<file path="src/rtl/stream_consumer_if.sv">
// Handshake bundle between the upstream producer, the stream_consumer buffer and its downstream reader.
interface stream_consumer_if #(
    parameter int DATA_WIDTH  = 8,
    parameter int DEPTH       = 4,
    parameter int COUNT_WIDTH = 16
);
    logic [DATA_WIDTH-1:0]      i_Input_Data;
    logic                       i_Data_Valid;
    logic                       o_Input_Ready;
    logic [DATA_WIDTH-1:0]      o_Output_Data;
    logic                       o_Data_Valid;
    logic                       i_Output_Ready;
    logic [$clog2(DEPTH):0]     o_Fill_Level;
    logic [COUNT_WIDTH-1:0]     o_Word_Count;

    // Buffer side
    modport slave (
        input  i_Input_Data, i_Data_Valid, i_Output_Ready,
        output o_Input_Ready, o_Output_Data, o_Data_Valid, o_Fill_Level, o_Word_Count
    );

    // Producer/reader side
    modport master (
        output i_Input_Data, i_Data_Valid, i_Output_Ready,
        input  o_Input_Ready, o_Output_Data, o_Data_Valid, o_Fill_Level, o_Word_Count
    );
endinterface

</file>
<file path="src/rtl/stream_consumer.sv">
// First-word-fall-through receive buffer with backpressure, occupancy report and accepted-word counter.
module stream_consumer #(
    parameter int DATA_WIDTH  = 8,
    parameter int DEPTH       = 4,
    parameter int COUNT_WIDTH = 16
) (
    input  logic               clk,
    input  logic               reset,
    stream_consumer_if.slave   bus
);
    localparam int PTR_W  = $clog2(DEPTH);
    localparam int FILL_W = PTR_W + 1;

    logic [PTR_W-1:0]       wr_ptr_reg;
    logic [PTR_W-1:0]       rd_ptr_reg;
    logic [FILL_W-1:0]      fill_reg;
    logic [FILL_W-1:0]      fill_next;
    logic [COUNT_WIDTH-1:0] count_reg;
    logic [DATA_WIDTH-1:0]  mem [DEPTH];

    logic in_ready;
    logic out_valid;
    logic push;
    logic pop;

    // Ready depends only on the fill register, so a full buffer never passes a word through.
    assign in_ready  = (fill_reg != FILL_W'(DEPTH));
    assign out_valid = (fill_reg != '0);
    assign push      = bus.i_Data_Valid && in_ready;
    assign pop       = out_valid && bus.i_Output_Ready;

    genvar gi;
    generate
        for (gi = 0; gi < DEPTH; gi++) begin : g_entry
            always_ff @(posedge clk) begin
                if (push && (wr_ptr_reg == PTR_W'(gi))) begin
                    mem[gi] <= bus.i_Input_Data;
                end
            end
        end
    endgenerate

    always_comb begin
        fill_next = fill_reg;
        case ({push, pop})
            2'b10:   fill_next = fill_reg + FILL_W'(1);
            2'b01:   fill_next = fill_reg - FILL_W'(1);
            default: fill_next = fill_reg;
        endcase
    end

    // Pointers wrap naturally because DEPTH is a power of two.
    always_ff @(posedge clk) begin
        if (reset) begin
            wr_ptr_reg <= '0;
            rd_ptr_reg <= '0;
            fill_reg   <= '0;
            count_reg  <= '0;
        end else begin
            if (push) begin
                wr_ptr_reg <= wr_ptr_reg + PTR_W'(1);
                count_reg  <= count_reg + COUNT_WIDTH'(1);
            end
            if (pop) begin
                rd_ptr_reg <= rd_ptr_reg + PTR_W'(1);
            end
            fill_reg <= fill_next;
        end
    end

    assign bus.o_Input_Ready = in_ready;
    assign bus.o_Data_Valid  = out_valid;
    assign bus.o_Output_Data = out_valid ? mem[rd_ptr_reg] : '0;
    assign bus.o_Fill_Level  = fill_reg;
    assign bus.o_Word_Count  = count_reg;
endmodule

</file>
<file path="src/flat_wrapper.sv">
// flat-port wrapper written by rule: the top's interface ports become plain ports
module stream_consumer_flat 
#(
    parameter int DATA_WIDTH  = 8,
    parameter int DEPTH       = 4,
    parameter int COUNT_WIDTH = 16
)
  (clk, reset, bus_i_Input_Data, bus_i_Data_Valid, bus_i_Output_Ready, bus_o_Input_Ready, bus_o_Output_Data, bus_o_Data_Valid, bus_o_Fill_Level, bus_o_Word_Count);
  stream_consumer_if #(.DATA_WIDTH(DATA_WIDTH), .DEPTH(DEPTH), .COUNT_WIDTH(COUNT_WIDTH)) bus_i ();
  input  logic clk;
  input  logic reset;
  input wire logic [$bits(bus_i.i_Input_Data)-1:0] bus_i_Input_Data;
  input wire logic [$bits(bus_i.i_Data_Valid)-1:0] bus_i_Data_Valid;
  input wire logic [$bits(bus_i.i_Output_Ready)-1:0] bus_i_Output_Ready;
  output wire logic [$bits(bus_i.o_Input_Ready)-1:0] bus_o_Input_Ready;
  output wire logic [$bits(bus_i.o_Output_Data)-1:0] bus_o_Output_Data;
  output wire logic [$bits(bus_i.o_Data_Valid)-1:0] bus_o_Data_Valid;
  output wire logic [$bits(bus_i.o_Fill_Level)-1:0] bus_o_Fill_Level;
  output wire logic [$bits(bus_i.o_Word_Count)-1:0] bus_o_Word_Count;
  assign bus_i.i_Input_Data = bus_i_Input_Data;
  assign bus_i.i_Data_Valid = bus_i_Data_Valid;
  assign bus_i.i_Output_Ready = bus_i_Output_Ready;
  assign bus_o_Input_Ready = bus_i.o_Input_Ready;
  assign bus_o_Output_Data = bus_i.o_Output_Data;
  assign bus_o_Data_Valid = bus_i.o_Data_Valid;
  assign bus_o_Fill_Level = bus_i.o_Fill_Level;
  assign bus_o_Word_Count = bus_i.o_Word_Count;
  stream_consumer #(.DATA_WIDTH(DATA_WIDTH), .DEPTH(DEPTH), .COUNT_WIDTH(COUNT_WIDTH)) u_core (.clk(clk), .reset(reset), .bus(bus_i));
endmodule
</file>
<file path="config.mk">
export PLATFORM = sky130hd
export DESIGN_NAME = stream_consumer_flat
export DESIGN_NICKNAME = d
export VERILOG_FILES = /design/src/rtl/stream_consumer_if.sv /design/src/rtl/stream_consumer.sv /design/src/flat_wrapper.sv
export SDC_FILE = /design/constraint.sdc
export NUM_CORES = 1
export LEC_CHECK = 0
export ABC_AREA = 0
export CAP_MARGIN = 0
export CELL_PAD_IN_SITES_DETAIL_PLACEMENT = 1
export CELL_PAD_IN_SITES_GLOBAL_PLACEMENT = 1
export CORE_MARGIN = 2
export CORE_UTILIZATION = 46
export DETAILED_ROUTE_END_ITERATION = 8
export GPL_ROUTABILITY_DRIVEN = 0
export GPL_TIMING_DRIVEN = 0
export PLACE_DENSITY_LB_ADDON = 0.05
export SLEW_MARGIN = 25
export SYNTH_ARGS = -nofsm -noshare
export SYNTH_HDL_FRONTEND = slang
export SYNTH_SLANG_ARGS = --single-unit
</file>
<file path="constraint.sdc">
create_clock -name clk -period 6.8 [get_ports clk]
set_input_delay 1.02 -clock clk [delete_from_list [all_inputs] [get_ports clk]]
set_output_delay 1.02 -clock clk [all_outputs]
set_load 0.03 [all_outputs]
</file>
==> Word level (Yosys, flattened, before mapping) <==
Memories as Yosys holds them, arrays and structs flattened. A register that Yosys moved wholly into a read port is not among the register bits.
Cells that the tools add are included.
{ "totals": {"register_bits": 23, "latchBits": 0, "ramBits": 32, "rom_bits": 0, "out_inout_bits": 29, "wordCells": 49, "n_memories": 1} }
{ "classes": {"add_sub_neg": 5, "multipliers": 0, "div": 0, "magnitude_cmp": 0, "n_eq_ne": 6, "shift": 0, "n_mux": 21, "bitwise": 0, "reduce_logical": 12} }
{ "mem_list": {"columns": ["memory", "words", "word_bits", "read_ports", "rd_clocked_by_memory_dff", "write_ports", "line", "rtl"], "rows": [
  ["u_core.mem", 4, 8, 1, 1, 1, "stream_consumer.sv:19", "logic [DATA_WIDTH-1:0] mem [DEPTH];"]
]} }
{ "ops": {"columns": ["op", "count"], "rows": [
  ["8-bit two-way mux", 4],
  ["8-bit OR reduction", 3],
  ["16-bit by 1-bit adder with 16-bit output (second input constant)", 1],
  ["1-bit two-way mux", 11],
  ["2-bit two-way mux", 5],
  ["2-bit == test (second input constant)", 3],
  ["1-bit logical AND", 6],
  ["3-bit case mux with 2 select lines", 1],
  ["2-bit by 1-bit adder with 2-bit output (second input constant)", 2],
  ["2-bit by 1-bit == test with 1-bit output (second input constant)", 2],
  ["3-bit by 1-bit adder with 3-bit output (second input constant)", 1],
  ["3-bit inequality test (second input constant)", 1],
  ["3-bit nonzero test", 1],
  ["3-bit by 1-bit subtractor with 3-bit output (second input constant)", 1],
  ["2-bit logical NOT", 1],
  ["2-bit nonzero test", 1]
]} }

==> Logic depth before layout (Yosys ltp) <==
Gate-level depths: netlist of run 1.
{ "logic_depth": {"depth_word": 9, "depth_mapped": 11, "mapped_depth_nobuf": 9} }

==> Worst setup path after synthesis of run 1 <==
OpenSTA, ideal clock, no wires.
{ "synth_path": {"path_type": "input -> register", "start": "input port bus_i_Data_Valid", "end": "register u_core.fill_reg[2], in the netlist u_core.bus.o_Fill_Level[2]", "arrival_time_ns": 2.480, "required_ns": 6.729, "setup_slack_ns": 4.250, "cell_stages": 9, "n_path_buf": 1, "cell_sequence": "nor2b_1 -> buf_2 -> inv_1 -> ha_1 -> inv_1 -> fa_1 -> xor2_1 -> or3_1 -> a21oi_1"} }
{ "synth_via": {"elab_chain_len": 3, "elab_cells_between_ends": 5, "cone_classes": "2 x eq/ne; 1 x mux; 2 x reduce/logical"} }
{ "synth_lines": {"columns": ["item", "line", "rtl"], "rows": [
  ["start: declaration", "flat_wrapper.sv:13", "input wire logic [$bits(bus_i.i_Data_Valid)-1:0] bus_i_Data_Valid;"],
  ["1-bit logical AND (*)", "stream_consumer.sv:29", "assign push = bus.i_Data_Valid && in_ready;"],
  ["2-bit by 1-bit == test with 1-bit output or 2-bit == test (tied branches)", "stream_consumer.sv:45", "case ({push, pop})"],
  ["3-bit case mux with 2 select lines or 2-bit nonzero test (tied branches)", null, null],
  ["end signal: assignment", "stream_consumer.sv:67", "fill_reg <= fill_next;"],
  ["end: declaration", "stream_consumer.sv:16", "logic [FILL_W-1:0] fill_reg;"]
]} }
Mark *: on every way between the ends. The rest lies on a longest branch, timed or not.
A chain may end at the register's enable or synchronous reset.

==> summary.txt, run 1 <==
GRT
  • Remaining Overflow, GRT: 0
  • Number of global-route vias before repair: 1772
  • Initial antenna violation count: 0
  • Total track usage: 20.1%
  • Maximum number of pins on one net before global-route repair: 11
  • Wire length of the first global-routing pass: 9050 microns

Final layout
  • Area growth syn-to-layout: 27.2%
  • Share of post-route cells with drive strength above 1: between 10 and 15%
  • Register name with the most flops: u_core.mem
  • Number of inserted diodes: 0
  • NumNets Final: 253
  • FF+latch area: 1460 sq um
  • Fillcell total: 536
  • Total area of multi-input combinational cells: 917 sq um
  • Flip-flop count of the largest register, all copies and words added: 32

Power
  • Cell internal pwr: ~0.73 mW
  • Power share of the clock group: 27.0%
  • Switching power as a share of total power: 32.1%
  • Share of power burned in combinational logic: approximately 33%
  • Relative contribution of sequential cells to total power: 39.8%
  • Cell Pwr Density: 344 nW/um^2
  • Sw Pwr: 0.343 mW
  • Highest ir drop seen on vdd: 0.000149 V
  • Lkg Pwr: 1.09 nW
  • Pwr Total: 1.07 mW

Synthesis
  • Post-synth cell types: 33
  • Most instantiated flip-flop cell in the synthesis netlist: sky130_fd_sc_hd__edfxtp_1
  • Number of synthesis warnings: 0
  • Mapped Avg Cell Area: 13.4 sq um
  • Net Count, Synth: 202
  • Syn Std Cell Area: 2440 sq um
  • Count of state elements after synthesis: 57
  • Ys async rst share: 0%
  • EDFF count, synth: 32
  • Number of standard cells after synthesis: about 180
  • Proportion of synthesized chip area in sequential cells: 59.8%

Status
  • Outcome: completed

CTS
  • Clock latency reported for the late side of the worst-skew pair: 0.32 ns
  • Post-cts hold buffer count: 0
  • H-tree depth: 3
  • Cell at the root of the clock tree: sky130_fd_sc_hd__clkbuf_8
  • TritonCTS clock tree: done
  • Total clock buffers created by CTS: 9
  • Reg clk slew, reported paths: 0.06 ns
  • CTS sink cnt: 57
  • Total setup buffers inserted after CTS: 0
  • Clock buffer depth: 2
  • Number of gates given a new drive strength after cts: 0

Timing
  • Tightest slew margin relative to the limit: 65.6%
  • RSZ-0062 raised after global routing: no
  • Number of failing setup endpoints in the final timing report: 0
  • Layout Skew: approximately 0.005 ns
  • Hold Violations, Final: 0
  • Worst-Margin Slew: 0.516 ns
  • Maximum frequency from static timing analysis: 310 MHz
  • Min Tclk post-route: 3.23 ns
  • Total count of max-transition violations in the final report: 0
  • Setup tns final: 0 ns
  • Final critical-path share of the clock period: between 40% and 50%

Critical path
  • Capturing element type of the critical path: primary output
  • Maximum fanout along the worst path: 8
  • Critical path start-end classification: flip-flop to primary output
  • Critical path required time: approximately 5.8 ns
  • Worst reg2reg endpoint: u_core.bus.o_Fill_Level[2]$_SDFFE_PP0P_
  • Cell chain of the critical path: buf_2 -> mux4_2 -> and2_1 -> clkdlybuf4s50_1
  • Type of origin of the critical path: flip-flop
  • Slack of the worst reg-to-reg path: 4.17 ns
  • Depth of the worst register-to-register path: 11
  • Critical path arrival: 2.21 ns
  • Delay of the slowest cell on the worst path: just under 0.6 ns
  • Startpoint of the lowest-slack register-to-register path: u_core.bus.o_Fill_Level[2]$_SDFFE_PP0P_
  • Slowest library cell on the worst path: sky130_fd_sc_hd__clkdlybuf4s50_1

Hold path
  • Hold path startpoint: u_core.rd_ptr_reg[1]$_SDFFE_PP0P_
  • Class of the most critical hold timing path: flip-flop to flip-flop
  • WHS Path Cells: 2
  • Worst Hold Path EP: u_core.rd_ptr_reg[1]$_SDFFE_PP0P_

Floorplanning
  • Vert. Die Dim: ~77 microns
  • X dimension of the die: 76.9 microns
  • Rows: 26
  • Number of primary I/O pins: 41
  • DIE AREA: just under 6000 sq um
  • Starting density of the core: 47.9%
  • Core region area: 5110 sq um

Placed design
  • DP Wirelength: roughly 3800 microns
  • I/O Buffers: 40

Routing
  • Mean number of vias per cell: 5.11
  • Number of DRC markers after the initial detailed-route iteration: 63
  • DR WL/cell: 17.2 microns
  • Post-detailed-route count of antenna-violating nets: 0
  • Post-route DRC violation count: 0
  • Final WL: 5300 microns
  • Number of vias in the routed layout: 1578
  • Drt pass-1 iters: 4

Flow run
  • Number of max-cap violations: 0
power by group through the flow:
| stage | Combinational (mW) | Sequential, mW | Clock, mW |
|---|---|---|---|
| 3_3_place_gp | 0.346 | 0.429 | 0 |
| 6_report | 0.355 | 0.426 | 0.289 |
| 5_1_grt | 0.382 | 0.431 | 0.314 |
| 2_1_floorplan | 0.218 | 0.443 | 0 |
| 3_5_place_dp | 0.361 | 0.434 | 0 |
| 4_1_cts | 0.363 | 0.426 | 0.299 |
worst max-delay path: cells and delay by family, from the launching register on:
kind | cells | cell delay [ns]
buffers and inverters | 2 | 0.87
flip-flops | 1 | 0.30
multiplexers | 1 | 0.54
AND/OR/NAND/NOR | 1 | 0.18
placed cells by master, fill, tap and decap left out, drive strengths merged, types with 3 or more instances in the layout:
cell / count
clkdlybuf4s50: 40
nand2: 3
edfxtp: 32
clkbuf: 15
a21oi: 6
ha: 6
nand2b: 3
xnor2: 9
nor2b: 5
nand3: 5
or3: 3
nor2: 23
xor2: 3
and2: 13
inv: 7
clkinv: 4
mux4: 8
a31o: 3
mux2: 4
buf: 4
dfxtp: 25
layout make-up:
cell class | instances | share of cell area [%]
sequential | 57 | 47.0
multi-input combinational | 111 | 29.5
timing repair buffer | 40 | 12.9
clock buffer | 11 | 4.22
tap | 70 | 2.82
clock inverter | 5 | 1.49
buffer | 8 | 1.29
inverter | 7 | 0.845
Yosys cell counts (3+ instances only):
cell type	number	area, sq um
sky130_fd_sc_hd__nor2b_1	5	31.3
sky130_fd_sc_hd__nor2_1	23	86.3
sky130_fd_sc_hd__mux4_2	8	180
sky130_fd_sc_hd__ha_1	6	75.1
sky130_fd_sc_hd__nand3_1	5	25.0
sky130_fd_sc_hd__dfxtp_1	25	500
sky130_fd_sc_hd__clkbuf_1	4	15.0
sky130_fd_sc_hd__xor2_1	3	26.3
sky130_fd_sc_hd__and2_1	13	81.3
sky130_fd_sc_hd__mux2_1	4	45.0
sky130_fd_sc_hd__or3_1	3	18.8
sky130_fd_sc_hd__a21oi_1	6	30.0
sky130_fd_sc_hd__nand2_1	3	11.3
sky130_fd_sc_hd__a31o_1	3	26.3
sky130_fd_sc_hd__nand2b_1	3	18.8
sky130_fd_sc_hd__xnor2_1	9	78.8
sky130_fd_sc_hd__inv_1	7	26.3
sky130_fd_sc_hd__edfxtp_1	32	961
per-stage QoR:
step	hold WS (ns)	cell area [sq um]	std cells	util, %	worst slack (ns)
floorplan	0.485	2440	183	-	4.25
global placement	0.493	2930	293	57.4	3.68
detailed placement	0.534	2930	293	57.4	3.60
CTS	0.552	3110	309	60.9	3.53
global route	0.576	3110	309	60.9	3.47
finish	0.541	3110	309	60.9	3.57
worst max-delay path by stage:
stage                           startpoint                                      end  slack (ns)  cells past startpoint
after global placement    bus_i_Data_Valid  u_core.bus.o_Fill_Level[2]$_SDFFE_PP0P_        3.68                     10
after floorplan           bus_i_Data_Valid  u_core.bus.o_Fill_Level[2]$_SDFFE_PP0P_        4.25                      9
final                            flip-flop                     bus_o_Output_Data[4]        3.57                      4
after CTS                        flip-flop                     bus_o_Output_Data[4]        3.53                      4
after detailed placement  bus_i_Data_Valid  u_core.bus.o_Fill_Level[2]$_SDFFE_PP0P_        3.60                     10
after global routing             flip-flop                     bus_o_Output_Data[0]        3.47                      4
kinds of logic (layout without fill, tap and decap cells):
logic type,after synthesis,after routing,share of synthesized area (%)
AOI/OAI and AO/OA,11,11,2.71
xor gates and xnor gates,12,12,4.30
adders and majority gates,7,7,3.89
buffers and inverters,15,71,2.71
DFF,57,57,59.8
muxes,14,14,10.0
and+or+nand+nor,67,67,16.6
routing by layer:
metal / share of wire (%) / wire (microns) / GRT usage, %
met1: 42 / 2220 / 23.4
met4: 1.4 / 74 / 8.73
met3: 4.3 / 229 / 4.71
met5: 0 / 0 / 0
met2: 52 / 2780 / 35.3
No activity file was read; power rests on OpenSTA's default activity.
==> inputs of run 2 (changes only) <==
--- a/config.mk
+++ b/config.mk
@@ -10,7 +10,7 @@
 export CELL_PAD_IN_SITES_DETAIL_PLACEMENT = 1
 export CELL_PAD_IN_SITES_GLOBAL_PLACEMENT = 1
 export CORE_MARGIN = 2
-export CORE_UTILIZATION = 46
+export CORE_UTILIZATION = 42
 export DETAILED_ROUTE_END_ITERATION = 8
 export GPL_ROUTABILITY_DRIVEN = 0
 export GPL_TIMING_DRIVEN = 0
==> constraint.sdc (replaced) <==
create_clock -name clk -period 3.3 [get_ports clk]
set_input_delay 0.495 -clock clk [delete_from_list [all_inputs] [get_ports clk]]
set_output_delay 0.495 -clock clk [all_outputs]
set_load 0.03 [all_outputs]
==> summary.txt, run 2 (same netlist as run 1, synthesis figures left out) <==
GRT
  • Fraction of met1 tracks used by global routing: 19.7% (was 23.4%)
  • Maximum number of pins on one net before global-route repair: 11 (unchanged)
  • Number of global-route vias before repair: 1716 (was 1772)
  • Most used routing layer in global routing: met2 (unchanged)
  • Met2 Use GR: 32.2% (was 35.3%)
  • Initial antenna violation count: 0 (unchanged)
  • Total track usage: 17.8% (was 20.1%)
  • Wire length of the first global-routing pass: 8400 microns (was 9050 microns)
  • Remaining Overflow, GRT: 0 (unchanged)
  • Met3 track demand over resource in global routing: 2.92% (was 4.71%)

Timing
  • Hold Violations, Final: 0 (unchanged)
  • Tightest slew margin relative to the limit: 62.2% (was 65.6%)
  • Number of failing setup endpoints in the final timing report: 0 (unchanged)
  • Total count of max-transition violations in the final report: 0 (unchanged)
  • Worst-Margin Slew: 0.567 ns (was 0.516 ns)
  • Final critical-path share of the clock period: 82.9%
  • RSZ-0062 raised after global routing: no (unchanged)
  • Maximum frequency from static timing analysis: 366 MHz
  • Layout Skew: 0.00464 ns (was 0.00494 ns)
  • Setup tns final: 0 ns (unchanged)
  • Min Tclk post-route: 2.73 ns

Critical path
  • Cell chain of the critical path: clkbuf_1 -> mux4_2 -> and2_1 -> clkdlybuf4s50_1 (was buf_2 -> mux4_2 -> and2_1 -> clkdlybuf4s50_1)
  • Slowest library cell on the worst path: sky130_fd_sc_hd__clkdlybuf4s50_1 (unchanged)
  • Delay of the slowest cell on the worst path: 0.59 ns (about the same)
  • Depth of the worst register-to-register path: 11 (unchanged)
  • Critical path required time: 2.80 ns (was 5.78 ns)
  • Startpoint of the lowest-slack register-to-register path: u_core.bus.o_Fill_Level[2]$_SDFFE_PP0P_ (unchanged)
  • Critical path arrival: 2.24 ns (was 2.21 ns)
  • Type of origin of the critical path: flip-flop (unchanged)
  • Slack of the worst reg-to-reg path: 0.72 ns (was 4.17 ns)
  • Maximum fanout along the worst path: 8 (unchanged)
  • Capturing element type of the critical path: primary output (unchanged)
  • Worst reg2reg endpoint: u_core.bus.o_Fill_Level[2]$_SDFFE_PP0P_ (unchanged)
  • Endpoint of the worst setup timing path: bus_o_Output_Data[5] (was bus_o_Output_Data[4])
  • Critical path start-end classification: flip-flop to primary output (unchanged)

Floorplanning
  • Core region area: 5570 sq um (was 5110 sq um)
  • Rows: 27 (was 26)
  • DIE AREA: 6450 sq um (was 5910 sq um)
  • X dimension of the die: 80.3 microns (was 76.9 microns)
  • Vert. Die Dim: 80.3 microns (was 76.9 microns)
  • Number of primary I/O pins: 41 (unchanged)
  • Starting density of the core: 43.9% (was 47.9%)

Final layout
  • Most frequent standard cell in the layout excluding fill and tap cells: sky130_fd_sc_hd__clkdlybuf4s50_1 (unchanged)
  • Flip-flop count of the largest register, all copies and words added: 32 (unchanged)
  • Commonest cells after routing, fill and taps aside: sky130_fd_sc_hd__clkdlybuf4s50_1 (40), sky130_fd_sc_hd__edfxtp_1 (32), sky130_fd_sc_hd__dfxtp_1 (25) (unchanged)
  • Final instance count without filler cells: 311 (was 309)
  • Area growth syn-to-layout: 27.5% (was 27.2%)
  • Share of post-route cells with drive strength above 1: 13.0% (was 10.9%)
  • Final non-filler cell area: 3120 sq um (was 3110 sq um)
  • Number of inserted diodes: 0 (unchanged)
  • NumNets Final: 253 (unchanged)
  • Register name with the most flops: u_core.mem (unchanged)

Hold path
  • Class of the most critical hold timing path: flip-flop to flip-flop (unchanged)

Placed design
  • Area of placed instances: 2940 sq um (was 2930 sq um)
  • I/O Buffers: 40 (unchanged)
  • Count of placed standard cells including taps: 295 (was 293)
  • DP Wirelength: 3550 microns (was 3830 microns)

Routing
  • Post-detailed-route count of antenna-violating nets: 0 (unchanged)
  • Mean number of vias per cell: 5.08 (was 5.11)
  • DR WL/cell: 16.0 microns (was 17.2 microns)
  • Number of vias in the routed layout: 1581 (was 1578)
  • Drt pass-1 iters: 5 (was 4)
  • Final WL: 4970 microns (was 5300 microns)
  • Post-route DRC violation count: 0 (unchanged)
  • Number of DRC markers after the initial detailed-route iteration: 88 (was 63)

CTS
  • CTS sink cnt: 57 (unchanged)
  • Reg clk slew, reported paths: 0.06 ns (about the same)
  • Clock buffer depth: 2 (unchanged)
  • Clock latency reported for the late side of the worst-skew pair: 0.33 ns (was 0.32 ns)
  • Total clock buffers created by CTS: 9 (unchanged)
  • TritonCTS clock tree: done (unchanged)
  • Post-cts hold buffer count: 0 (unchanged)
  • Cell at the root of the clock tree: sky130_fd_sc_hd__clkbuf_8 (unchanged)
  • Total setup buffers inserted after CTS: 0 (unchanged)
  • Number of gates given a new drive strength after cts: 0 (unchanged)
  • H-tree depth: 3 (unchanged)

Power
  • Cell Pwr Density: 699 nW/um^2 (was 344 nW/um^2)
  • Lkg Pwr: 1.09 nW (about the same)
  • Highest ir drop seen on vdd: 0.000328 V (was 0.000149 V)

Status
  • Outcome: completed (unchanged)

Flow run
  • Number of max-cap violations: 0 (unchanged)
## run 2: changes by cell type in the layout (fill, tap and decap cells not counted), sizes merged
cell / previous run / this run
bufinv: 1 / 0
clkinv: 4 / 3
clkinvlp: 0 / 2
## run 2: where the power goes
group | internal [mW] | switching, mW
clock | 0.309 | 0.274
sequential | 0.833 | 0.0436
combinational | 0.323 | 0.398
## run 2: metrics by stage
stage	hold slack [ns]	util [%]	worst slack (ns)	power [mW]
floorplan	0.485	-	0.804	1.36
global placement	0.494	52.7	0.722	1.60
detailed placement	0.518	52.7	0.632	1.63
CTS	0.536	55.9	0.526	2.22
global route	0.595	55.9	0.469	2.30
finish	0.527	55.9	0.565	2.18
## run 2: worst min path at each step
stage	start	endpoint	slack [ns]	cells past startpoint
after floorplan	u_core.rd_ptr_reg[1]$_SDFFE_PP0P_	flip-flop	0.48	2
after global placement	u_core.bus.o_Fill_Level[2]$_SDFFE_PP0P_	u_core.bus.o_Fill_Level[2]$_SDFFE_PP0P_	0.49	2
after detailed placement	u_core.bus.o_Fill_Level[2]$_SDFFE_PP0P_	u_core.bus.o_Fill_Level[2]$_SDFFE_PP0P_	0.52	2
after CTS	u_core.bus.o_Fill_Level[2]$_SDFFE_PP0P_	u_core.bus.o_Fill_Level[2]$_SDFFE_PP0P_	0.54	2
after global routing	u_core.bus.o_Word_Count[15]$_SDFFE_PP0P_	u_core.bus.o_Word_Count[15]$_SDFFE_PP0P_	0.59	2
final	u_core.bus.o_Fill_Level[2]$_SDFFE_PP0P_	u_core.bus.o_Fill_Level[2]$_SDFFE_PP0P_	0.53	2
## run 2: per-layer routing
metal / up-vias / part of all wire [%]
met2: 35 / 56
met4: 0 / 2.2
met5: - / 0
met1: 781 / 39
met3: 10 / 3.0
li1: 755 / -
## run 2: layout make-up
| type | count | area [sq um] |
|---|---|---|
| Fill cell | 590 | 2460 |
| Sequential cell | 57 | 1460 |
| Multi-Input combinational cell | 111 | 917 |
| Timing Repair Buffer | 40 | 400 |
| Clock buffer | 11 | 151 |
| Tap cell | 72 | 90.1 |
| Buffer | 8 | 40.0 |
| Clock inverter | 5 | 30.0 |
| Inverter | 7 | 26.3 |
## run 2: critical path: cells and delay by family, from the launching register on
family | cells | cell delay, ns
mux | 1 | 0.39
buf+inv | 2 | 1.04
flops | 1 | 0.32
simple gates | 1 | 0.17
